**src/rtl/bcd_seg_pkg.sv**
```systemverilog
// bcd_seg_pkg: shared segment constants, tracker states and mod-10 helper
package bcd_seg_pkg;

  localparam logic [6:0] SEG_0 = 7'h3F;
  localparam logic [6:0] SEG_1 = 7'h06;
  localparam logic [6:0] SEG_2 = 7'h5B;
  localparam logic [6:0] SEG_3 = 7'h4F;
  localparam logic [6:0] SEG_4 = 7'h66;
  localparam logic [6:0] SEG_5 = 7'h6D;
  localparam logic [6:0] SEG_6 = 7'h7D;
  localparam logic [6:0] SEG_7 = 7'h07;
  localparam logic [6:0] SEG_8 = 7'h7F;
  localparam logic [6:0] SEG_9 = 7'h6F;

  typedef enum logic [1:0] {HUNT, ACQ, LOCKED} state_t;

  function automatic logic [3:0] bcd_inc(input logic [3:0] d);
    return (d >= 4'd9) ? 4'd0 : d + 4'd1;
  endfunction

endpackage

```
**src/rtl/seg7_to_bcd.sv**
```systemverilog
// seg7_to_bcd: combinational seven-segment pattern to BCD digit decoder
module seg7_to_bcd
  import bcd_seg_pkg::*;
(
  input  logic [6:0] seg_in,
  output logic       legal,
  output logic [3:0] digit
);

  // map each of the ten legal patterns to its digit; anything else is illegal
  always_comb begin
    legal = 1'b1;
    digit = 4'd0;
    case (seg_in)
      SEG_0:   digit = 4'd0;
      SEG_1:   digit = 4'd1;
      SEG_2:   digit = 4'd2;
      SEG_3:   digit = 4'd3;
      SEG_4:   digit = 4'd4;
      SEG_5:   digit = 4'd5;
      SEG_6:   digit = 4'd6;
      SEG_7:   digit = 4'd7;
      SEG_8:   digit = 4'd8;
      SEG_9:   digit = 4'd9;
      default: legal = 1'b0;
    endcase
  end

endmodule

```
**src/rtl/bcd_seg_tracker.sv**
```systemverilog
// bcd_seg_tracker: decodes sampled 7-seg digits and tracks the 0..9 counting sequence
module bcd_seg_tracker
  import bcd_seg_pkg::*;
#(
  parameter int LOCK_CNT = 2,
  parameter int CNT_W    = 8
)(
  input  logic             clk,
  input  logic             rst_syn,
  input  logic             sample_en,
  input  logic [7:0]       seg_in,
  output logic [3:0]       digit_out,
  output logic             digit_valid,
  output logic             locked,
  output logic             code_err,
  output logic             seq_err,
  output logic             wrap_pulse,
  output logic [CNT_W-1:0] err_count,
  output logic [CNT_W-1:0] wrap_count
);

  localparam int SW = $clog2(LOCK_CNT + 1);

  state_t          r_state, w_state_nxt;
  logic [3:0]      r_prev, w_prev_nxt;
  logic [3:0]      r_digit, w_digit_nxt;
  logic [SW-1:0]   r_streak, w_streak_nxt, w_streak_inc;
  logic            r_valid, r_cerr, r_serr, r_wrap;
  logic            w_valid_nxt, w_cerr_nxt, w_serr_nxt, w_wrap_nxt;
  logic [CNT_W-1:0] r_err_cnt, r_wrap_cnt;
  logic            w_legal, w_inc_ok, w_unused_dp;
  logic [3:0]      w_dec;

  seg7_to_bcd u_dec (
    .seg_in (seg_in[6:0]),
    .legal  (w_legal),
    .digit  (w_dec)
  );

  assign w_unused_dp  = seg_in[7];
  assign w_inc_ok     = (w_dec == bcd_inc(r_prev));
  assign w_streak_inc = r_streak + SW'(1);

  // next-state and next-pulse logic; pulses default low so idle cycles clear them
  always_comb begin
    w_state_nxt  = r_state;
    w_prev_nxt   = r_prev;
    w_digit_nxt  = r_digit;
    w_streak_nxt = r_streak;
    w_valid_nxt  = 1'b0;
    w_cerr_nxt   = 1'b0;
    w_serr_nxt   = 1'b0;
    w_wrap_nxt   = 1'b0;
    if (sample_en) begin
      if (!w_legal) begin
        w_cerr_nxt   = 1'b1;
        w_state_nxt  = HUNT;
        w_streak_nxt = '0;
      end else begin
        w_valid_nxt = 1'b1;
        w_digit_nxt = w_dec;
        w_prev_nxt  = w_dec;
        case (r_state)
          HUNT: begin
            w_state_nxt  = ACQ;
            w_streak_nxt = '0;
          end
          ACQ: begin
            w_streak_nxt = w_inc_ok ? w_streak_inc : '0;
            w_state_nxt  = (w_inc_ok && w_streak_inc == SW'(LOCK_CNT)) ? LOCKED : ACQ;
          end
          LOCKED: begin
            w_wrap_nxt   = w_inc_ok && (w_dec == 4'd0);
            w_serr_nxt   = !w_inc_ok;
            w_state_nxt  = w_inc_ok ? LOCKED : ACQ;
            w_streak_nxt = w_inc_ok ? r_streak : '0;
          end
          default: w_state_nxt = HUNT;
        endcase
      end
    end
  end

  // state, tracking and output-pulse registers
  always_ff @(posedge clk or negedge rst_syn) begin
    if (!rst_syn) begin
      r_state  <= HUNT;
      r_prev   <= 4'd0;
      r_digit  <= 4'd0;
      r_streak <= '0;
      r_valid  <= 1'b0;
      r_cerr   <= 1'b0;
      r_serr   <= 1'b0;
      r_wrap   <= 1'b0;
    end else begin
      r_state  <= w_state_nxt;
      r_prev   <= w_prev_nxt;
      r_digit  <= w_digit_nxt;
      r_streak <= w_streak_nxt;
      r_valid  <= w_valid_nxt;
      r_cerr   <= w_cerr_nxt;
      r_serr   <= w_serr_nxt;
      r_wrap   <= w_wrap_nxt;
    end
  end

  // saturating event counters, stuck at all-ones once full
  always_ff @(posedge clk or negedge rst_syn) begin
    if (!rst_syn) begin
      r_err_cnt  <= '0;
      r_wrap_cnt <= '0;
    end else begin
      if ((w_cerr_nxt || w_serr_nxt) && !(&r_err_cnt)) r_err_cnt <= r_err_cnt + CNT_W'(1);
      if (w_wrap_nxt && !(&r_wrap_cnt)) r_wrap_cnt <= r_wrap_cnt + CNT_W'(1);
    end
  end

  assign digit_out   = r_digit;
  assign digit_valid = r_valid;
  assign locked      = (r_state == LOCKED);
  assign code_err    = r_cerr;
  assign seq_err     = r_serr;
  assign wrap_pulse  = r_wrap;
  assign err_count   = r_err_cnt;
  assign wrap_count  = r_wrap_cnt;

endmodule

```
**config.mk**
```make
export PLATFORM = sky130hd
export DESIGN_NAME = bcd_seg_tracker
export DESIGN_NICKNAME = d
export VERILOG_FILES = /design/src/rtl/bcd_seg_pkg.sv /design/src/rtl/seg7_to_bcd.sv /design/src/rtl/bcd_seg_tracker.sv
export SDC_FILE = /design/constraint.sdc
export NUM_CORES = 1
export LEC_CHECK = 0
export CORE_ASPECT_RATIO = 0.7
export CORE_MARGIN = 4
export CORE_UTILIZATION = 57
export CTS_BUF_LIST = sky130_fd_sc_hd__clkbuf_4 sky130_fd_sc_hd__clkbuf_8
export DETAILED_ROUTE_END_ITERATION = 10
export PLACE_DENSITY = 0.87
export SLEW_MARGIN = 10
export SYNTH_ARGS = -nofsm -noshare
export SYNTH_HDL_FRONTEND = slang
export SYNTH_SLANG_ARGS = --single-unit
```
**constraint.sdc**
```tcl
create_clock -name clk -period 4.9 [get_ports clk]
set_input_delay 0.98 -clock clk [delete_from_list [all_inputs] [get_ports clk]]
set_output_delay 0.98 -clock clk [all_outputs]
set_load 0.05 [all_outputs]
```
==> results of run 1 <==
sequential cells by signal, summed over array words and instances, names as in the netlist:
register and cells:
code_err 1, digit_out 4, digit_valid 1, err_count 8, r_state 2, r_streak 2
seq_err 1, wrap_count 8, wrap_pulse 1
logic make-up after synthesis:
logic type / after synthesis / share of synthesized area (%)
compound gates: 32 / 15.8
xor+xnor: 16 / 7.76
fa+ha+maj: 10 / 6.93
buf+inv: 19 / 5.54
flops: 28 / 38.8
mux: 6 / 3.60
simple gates: 65 / 21.6
worst paths after layout:
kind                                        endpoint                 startpoint  cells past startpoint
hold / removal             wrap_count[2]$_DFFE_PN0P_  wrap_count[2]$_DFFE_PN0P_                      1
setup / recovery           wrap_count[1]$_DFFE_PN0P_                  seg_in[6]                      8
setup reg to reg           wrap_count[1]$_DFFE_PN0P_   digit_out[0]$_DFFE_PN0P_                      8
hold reg to reg            wrap_count[2]$_DFFE_PN0P_  wrap_count[2]$_DFFE_PN0P_                      1
max in group asynchronous   err_count[5]$_DFFE_PN0P_                    rst_syn                      2
min in group asynchronous  wrap_count[6]$_DFFE_PN0P_                    rst_syn                      2
where the power goes:
part	internal [mW]	switching (mW)	leakage, nW	total (mW)
Clock	0.109	0.0718	0.0357	0.181
Combinational	0.108	0.200	0.562	0.308
Sequential	0.264	0.0436	0.371	0.308
Total	0.482	0.315	0.969	0.797
critical path: stages:
cell and delay [ns]:
clkdlybuf4s50_1 0.61, or3b_4 0.47, a2111oi_4 0.43, o211ai_2 0.15, a21boi_2 0.25, o22ai_4 0.16, nor4_4 0.50, mux2_2 0.39
final cells by class:
cell class,instances,area [sq um]
clock buffers,3,41.3
clock inverters,1,30.0
fillers,178,681
inverters,14,52.6
multi-input cells,129,1000
flip-flops and latches,28,701
well taps,36,45.0
repair buffers,35,348
layout by cell type, fill, tap and decap left out, drive strengths merged, types with 3 or more instances in the layout:
cell and n:
clkdlybuf4s50 34, dfrtp 28, nand2 17, inv 14, xnor2 10, ha 10
and3 10, nor2 8, o21ai 6, xor2 6, nor4 6, nand4 5
mux2 4, nand3 4, nor3 4, nand3b 3, clkbuf 3, o22ai 3
metrics by stage:
| stage | hold slack (ns) | power (mW) | setup slack (ns) | instance area, sq um |
|---|---|---|---|---|
| 6_report | 0.512 | 0.797 | 1.13 | 2220 |
| 3_3_place_gp | 0.476 | 0.602 | 0.961 | 2150 |
| 4_1_cts | 0.508 | 0.797 | 1.15 | 2220 |
| 5_1_grt | 0.523 | 0.830 | 0.925 | 2220 |
| 2_1_floorplan | 0.473 | 0.510 | 1.63 | 1810 |
| 3_5_place_dp | 0.489 | 0.612 | 0.881 | 2150 |
per-layer routing:
metal	up-vias	part of all wire [%]
li1	707	-
met1	729	44
met2	61	47
met3	14	7.4
met4	0	1.9
met5	-	0
==> results_dict.tcl, run 1 <==
set metrics [dict create \
    grtUsageMet1_pct 31.1 \
    grt_usage_pct 22.7 \
    required_ns 5.07 \
    rsz0062_at_grt "no" \
    status "finished, final reports clean" \
    dp_hpwl_mm 3.05 \
    die_area_sq_um 4150 \
    vias 1511 \
    drive_above_1_share_pct 15.2 \
    vias_per_cell 6.14 \
    yosysMostFrequentCell "dfrtp_1" \
    grt_pass1_wl_mm 7.08 \
    rrSetupSlack_ns 2.14 \
    final_hold_viol_count 0 \
    post-route-min-period_ns 3.77 \
    busiest_layer "met2" \
    use_met2_pct 35.1 \
    htreeDepth 1 \
    dpl.cell_count 242 \
    yosysWarnings 0 \
    ios 36 \
    synth_flop_cell "dfrtp_1" \
    crit_path_start_kind "primary input" \
    p_per_area_nw_per_um2 359 \
    fmax_mhz 265 \
    clock-sinks 28 \
    area.growth.synth_to_final_pct 23.1 \
    synth_top_cell_area_share_pct 38.8 \
    period_share_pct 76.9 \
    worst_setup_path_end_kind "flip-flop" \
    num_antenna_cells 0 \
    rows 16 \
    hp-class "flip-flop to flip-flop" \
    fin_skew_ns 0.00591 \
    cts-root-buf "clkbuf_8" \
    finalCoreUtilization_pct 76.6 \
    dieWidth_um 75.3 \
    cts_resized 0 \
    fin_setup_tns_ns 0 \
    syn_nets 197 \
    cts_made_buffers 3 \
    syn_inst 176 \
    maxSlewViolCount 0 \
    ys_types 54 \
    synth_largest_area_cell "dfrtp_1" \
    grt_max_degree 29 \
    async_flop_share_pct 100 \
    wl_per_cell_um 17.2 \
    synth.cell_area_sq_um 1810 \
    dieHeight_um 55.1 \
    dr.pass1.iters 4 \
    cp.arrival_ns 3.94 \
    antenna_found_initial 0 \
    routed_wl_mm 4.24 \
    yosys-top-cells-area "dfrtp_1 (39%), ha_1 (6.9%), xnor2_1 (4.9%)" \
    ir_worst_vdd_mv 0.368 \
    drtIter0Drc 72 \
    critPathKind "primary input to flip-flop" \
    leakagePower_nw 0.969 \
    synth_seq_cells 28 \
    clkLatencyLatePin_ns 0.28 \
    cts_hold_buf 0 \
    cts_tree "done" \
    ant_nets 0 \
    yosys-top-cells-count "dfrtp_1 (28), nand2_1 (17), inv_1 (14)" \
    fin_nets 232 \
    path_max_fanout 10 \
    grt_use_met3_pct 5.42 \
    cts_setup_buffers 0 \
    routabilityCongestion 0.840 \
    ys_seq_area_share_pct 38.8 \
    path_clk_slew_ns 0.09 \
    syn_avg_cell_area_sq_um 10.3 \
    grt.overflow.total 0 \
    numPortBuffers 34 \
    grt_pass1_vias 1472 \
    tightest_slew_ns 0.817 \
    max_slew_margin_pct 45.0 \
    synth_edf_count 0 \
    start_util_pct 62.2 \
    drc 0 \
    setup_violations 0 \
    core_sq_um 2900 \
    drv_cap 0 \
    stdcell_count 246 \
    clk_path_buf_depth 2 \
]
Power figures use the tool's default switching activity.
==> run 2: changes to the inputs <==
- CORE_UTILIZATION: 57 -> 48
- PLACE_DENSITY: 0.87 -> 0.78
- clock period: 4.9 -> 3.3 ns (I/O delays scaled with it)
==> run 2 against run 1 <==
Global-route usage down 5.2 points. Die area up 16%. Core utilization down 10 points. Cell count up 13%. Largest cell class unchanged. Clock power down 3%. Critical path depth up 2.
==> results_dict.tcl, run 2 (synthesis results as in run 1) <==
set metrics [dict create \
    status "finished, final reports clean" \
    vias_per_cell 5.35 \
    die_area_sq_um 4820 \
    stdcell_count 279 \
    dieWidth_um 81.3 \
    drtIter0Drc 62 \
    cts_tree "done" \
    start_util_pct 50.4 \
    max_slew_margin_pct 65.6 \
    dp_hpwl_mm 3.17 \
    core_sq_um 3580 \
    dpl.cell_count 276 \
    holdWs_ns 0.497 \
    dr.pass1.iters 4 \
    setup_violations 0 \
    fmax_mhz 320 \
    path_cells "clkdlybuf4s50_1, or3b_4, a2111oi_4, o211ai_2, a21boi_2, o22ai_4, nor4_4, buf_4, nand4_1, xnor2_1" \
    setup_ws_ns 0.172 \
    wl_per_cell_um 14.1 \
    rsz0062_at_grt "no" \
    critPathKind "primary input to flip-flop" \
    ios 36 \
    crit_path_start_kind "primary input" \
    ant_nets 0 \
    grt.overflow.total 0 \
    maxSlewViolCount 0 \
    fillCellCount 270 \
    cpPeakStageDelay_ns 0.47 \
    cts_made_buffers 3 \
    hp-class "flip-flop to flip-flop" \
    fin_skew_ns 0.00579 \
    period_share_pct 94.8 \
    rows 18 \
    crit_family "compound AO/OA/AOI/OAI gates" \
    dieHeight_um 59.3 \
    placedInstanceArea_sq_um 2320 \
    path_max_fanout 7 \
    critPathSlowestCell "clkdlybuf4s50_1" \
    num_antenna_cells 0 \
    required_ns 3.46 \
    clk_path_buf_depth 2 \
    tightest_slew_ns 0.515 \
    post-route-min-period_ns 3.13 \
    grt_pass1_vias 1466 \
    drive_above_1_share_pct 23.1 \
    final_common_cell "clkdlybuf4s50_1" \
    finalInstanceArea_sq_um 2370 \
    numPortBuffers 34 \
    leakagePower_nw 1.05 \
    p_per_area_nw_per_um2 464 \
    fin_setup_tns_ns 0 \
    antenna_found_initial 0 \
    drc 0 \
    vias 1494 \
    final_cell_mix "clkdlybuf4s50_1 (34), dfrtp_1 (28), buf_4 (21)" \
    path_clk_slew_ns 0.09 \
    grt_max_degree 29 \
    area.growth.synth_to_final_pct 31.3 \
    ir_worst_vdd_mv 0.549 \
    grt_pass1_wl_mm 6.68 \
    pre_cts_ws_ns -0.124 \
    routed_wl_mm 3.94 \
    worst_setup_path_end_kind "flip-flop" \
    rrSetupSlack_ns 0.66 \
    htreeDepth 1 \
    cp.arrival_ns 3.28 \
    drv_cap 0 \
    grt_usage_pct 17.5 \
    final_hold_viol_count 0 \
    routabilityCongestion 0.837 \
    fin_nets 252 \
    cts-root-buf "clkbuf_8" \
    cts_hold_buf 0 \
    clock-sinks 28 \
    path_buf_inv 2 \
    clkLatencyLatePin_ns 0.27 \
]
run 2: power by group:
group	total (mW)	internal, mW	switching [mW]
registers	0.456	0.393	0.0633
logic	0.470	0.174	0.296
clock network	0.175	0.0817	0.0931
total	1.10	0.648	0.452
run 2: final timing paths:
check,startpoint,end,cells after the start
min in group asynchronous,rst_syn,wrap_count[4]$_DFFE_PN0P_,2
worst max-delay path,seg_in[6],wrap_count[6]$_DFFE_PN0P_,10
worst max register to register,digit_out[0]$_DFFE_PN0P_,wrap_count[6]$_DFFE_PN0P_,10
worst min-delay path,err_count[7]$_DFFE_PN0P_,err_count[7]$_DFFE_PN0P_,1
worst min register to register,err_count[7]$_DFFE_PN0P_,err_count[7]$_DFFE_PN0P_,1
max in group asynchronous,rst_syn,wrap_count[3]$_DFFE_PN0P_,2
run 2: metrics by stage:
stage	util [%]	total power [mW]
floorplan	-	0.758
global placement	64.7	0.910
detailed placement	64.7	0.928
CTS	65.9	1.11
global route	66.2	1.16
finish	66.2	1.10
run 2: timing repair:
| action | 4_1_cts | 5_1_grt |
|---|---|---|
| endpoints found under the hold margin | 0 | 0 |
| gates resized for setup | 0 | 2 |
| setup endpoints to repair | 0 | 3 |
| setup buffers | 0 | 0 |
run 2: final cells by class:
| class | count | area, sq um | share of cell area, % |
|---|---|---|---|
| multi-input combinational | 129 | 1010 | 42.8 |
| sequential | 28 | 701 | 29.6 |
| timing repair buffer | 55 | 498 | 21.0 |
| tap | 50 | 62.6 | 2.64 |
| inverter | 14 | 52.6 | 2.22 |
| clock buffer | 3 | 41.3 | 1.74 |
run 2: worst register-to-register path, cell delays in order, from the launching register on:
cell and delay (ns):
dfrtp_1 0.48, ha_1 0.25, xnor2_1 0.25, nand2_1 0.10, a211o_1 0.31, a21boi_2 0.22
o22ai_4 0.16, nor4_4 0.33, buf_4 0.20, nand4_1 0.12, xnor2_1 0.14
run 2: routing by layer:
layer | wire length [um] | track usage (%) | up-vias | part of all wire [%]
met3 | 204 | 3.95 | 2 | 5.2
met4 | 8 | 2.17 | 0 | 0.20
met1 | 1840 | 24.3 | 706 | 47
li1 | - | - | 749 | -
met5 | 0 | 0 | - | 0
met2 | 1880 | 28.9 | 37 | 48
==> run 3: changes to the inputs <==
- GPL_ROUTABILITY_DRIVEN: default -> 0
- clock period: 3.3 -> 2.7 ns (I/O delays scaled with it)
==> run 3 against run 2 <==
Die area stayed put. Count of clock-buffer cells in the layout stayed put. Cell area is 8.6% higher. Sequential power is 23% higher. Non-clock buffer count is 11 higher. Via count is 6.2% higher. First-iteration DRC count is 120% higher. Clock power is 90% higher. Register-to-register slack worse by 0.58 ns. Clock skew is 0.0058 ns higher. Sequential share of layout area is 2.3 points lower. Hold slack better by 0.0020 ns. Largest cell class unchanged.
==> results_dict.tcl, run 3 (synthesis results as in run 1) <==
set metrics [dict create \
    status "finished, final reports clean" \
    required_ns 2.86 \
    cts_hold_buf 0 \
    rows 18 \
    fin_skew_ns 0.0116 \
    core_sq_um 3580 \
    dieWidth_um 81.3 \
    clkLatencyLatePin_ns 0.28 \
    area.growth.synth_to_final_pct 42.5 \
    setup_violations 0 \
    drive_above_1_share_pct 31.1 \
    leakagePower_nw 1.16 \
    dieHeight_um 59.3 \
    tightest_slew_ns 0.524 \
    dr.pass1.iters 6 \
    grt_pass1_vias 1553 \
    htreeDepth 1 \
    cts-root-buf "clkbuf_8" \
    die_area_sq_um 4820 \
    ir_worst_vdd_mv 0.867 \
    path_max_fanout 7 \
    dp_hpwl_mm 3.27 \
    wl_per_cell_um 15.0 \
    post-route-min-period_ns 2.65 \
    clk_path_buf_depth 2 \
    power_mw 1.51 \
    ios 36 \
    vias 1587 \
    drtIter0Drc 134 \
    routed_wl_mm 4.37 \
    period_share_pct 98.3 \
    clock-sinks 28 \
    drc 0 \
    num_antenna_cells 0 \
    max_slew_margin_pct 65.0 \
    cts_made_buffers 3 \
    critPathKind "primary input to flip-flop" \
    fin_nets 263 \
    crit_path_start_kind "primary input" \
    vias_per_cell 5.45 \
    fmax_mhz 377 \
    final_common_cell "buf_4" \
    final_hold_viol_count 0 \
    grt_max_degree 29 \
    numPortBuffers 34 \
    cp.arrival_ns 2.82 \
    grt_pass1_wl_mm 7.20 \
    antenna_found_initial 0 \
    drv_cap 0 \
    grt.overflow.total 0 \
    hp-class "flip-flop to flip-flop" \
    worst_setup_path_end_kind "flip-flop" \
    cts_tree "done" \
    start_util_pct 50.4 \
    maxSlewViolCount 0 \
    ant_nets 0 \
    final_cell_mix "buf_4 (30), dfrtp_1 (28), clkdlybuf4s50_1 (27)" \
    rsz0062_at_grt "yes" \
    path_clk_slew_ns 0.10 \
    grt_usage_pct 19.4 \
    finalCoreUtilization_pct 71.8 \
    p_per_area_nw_per_um2 588 \
]
-- run 3: per-stage QoR --
step	hold slack (ns)	instances	worst slack [ns]	instance area, sq um	TNS, ns
2_1_floorplan	0.244	176	-0.0844	1810	-0.225
5_1_grt	0.514	291	-0.0988	2570	-0.310
3_5_place_dp	0.483	281	-0.559	2360	-9.46
6_report	0.499	291	0.0459	2570	0
3_3_place_gp	0.477	281	-0.497	2360	-8.27
4_1_cts	0.499	288	0.00435	2520	0
-- run 3: repair_timing --
item                       in CTS  in global routing
resized for setup              23                 13
pin swaps                       6                 10
buffers inserted                3                  3
setup endpoints to repair      19                 15
-- run 3: final timing paths --
path / start / endpoint / slack, ns / depth (start not counted)
max reg2reg: digit_out[0]$_DFFE_PN0P_ / err_count[1]$_DFFE_PN0P_ / 0.08 / 9
max: seg_in[5] / err_count[1]$_DFFE_PN0P_ / 0.05 / 9
max in group asynchronous: rst_syn / err_count[0]$_DFFE_PN0P_ / 1.80 / 2
min: wrap_count[7]$_DFFE_PN0P_ / wrap_count[7]$_DFFE_PN0P_ / 0.50 / 1
min reg2reg: wrap_count[7]$_DFFE_PN0P_ / wrap_count[7]$_DFFE_PN0P_ / 0.50 / 1
min in group asynchronous: rst_syn / digit_out[2]$_DFFE_PN0P_ / 0.62 / 2
-- run 3: worst max-delay path, cell delays in order --
cell and delay [ns]:
buf_6 0.09, or3b_4 0.39, a2111oi_4 0.46, o211ai_2 0.14
a21boi_2 0.26, o22ai_4 0.14, buf_4 0.16, a21oi_4 0.28
mux2_4 0.33
-- run 3: cell type report --
cell class,count,area (sq um)
fillers,238,1010
clock inverters,1,30.0
multi-input cells,129,1100
well taps,50,62.6
inverters,14,52.6
clock buffers,3,41.3
flip-flops and latches,28,701
repair buffers,66,586
-- run 3: routing by layer --
metal,GRT usage [%],routed length (um)
met5,0,0
met1,26.6,1990
met2,32.0,2120
met3,4.41,248
met4,3.13,11
-- run 3: power by group --
| part | total (mW) | internal [mW] | switching, mW |
|---|---|---|---|
| logic | 0.622 | 0.235 | 0.387 |
| clock network | 0.333 | 0.199 | 0.134 |
| registers | 0.559 | 0.480 | 0.0792 |
| total | 1.51 | 0.914 | 0.600 |
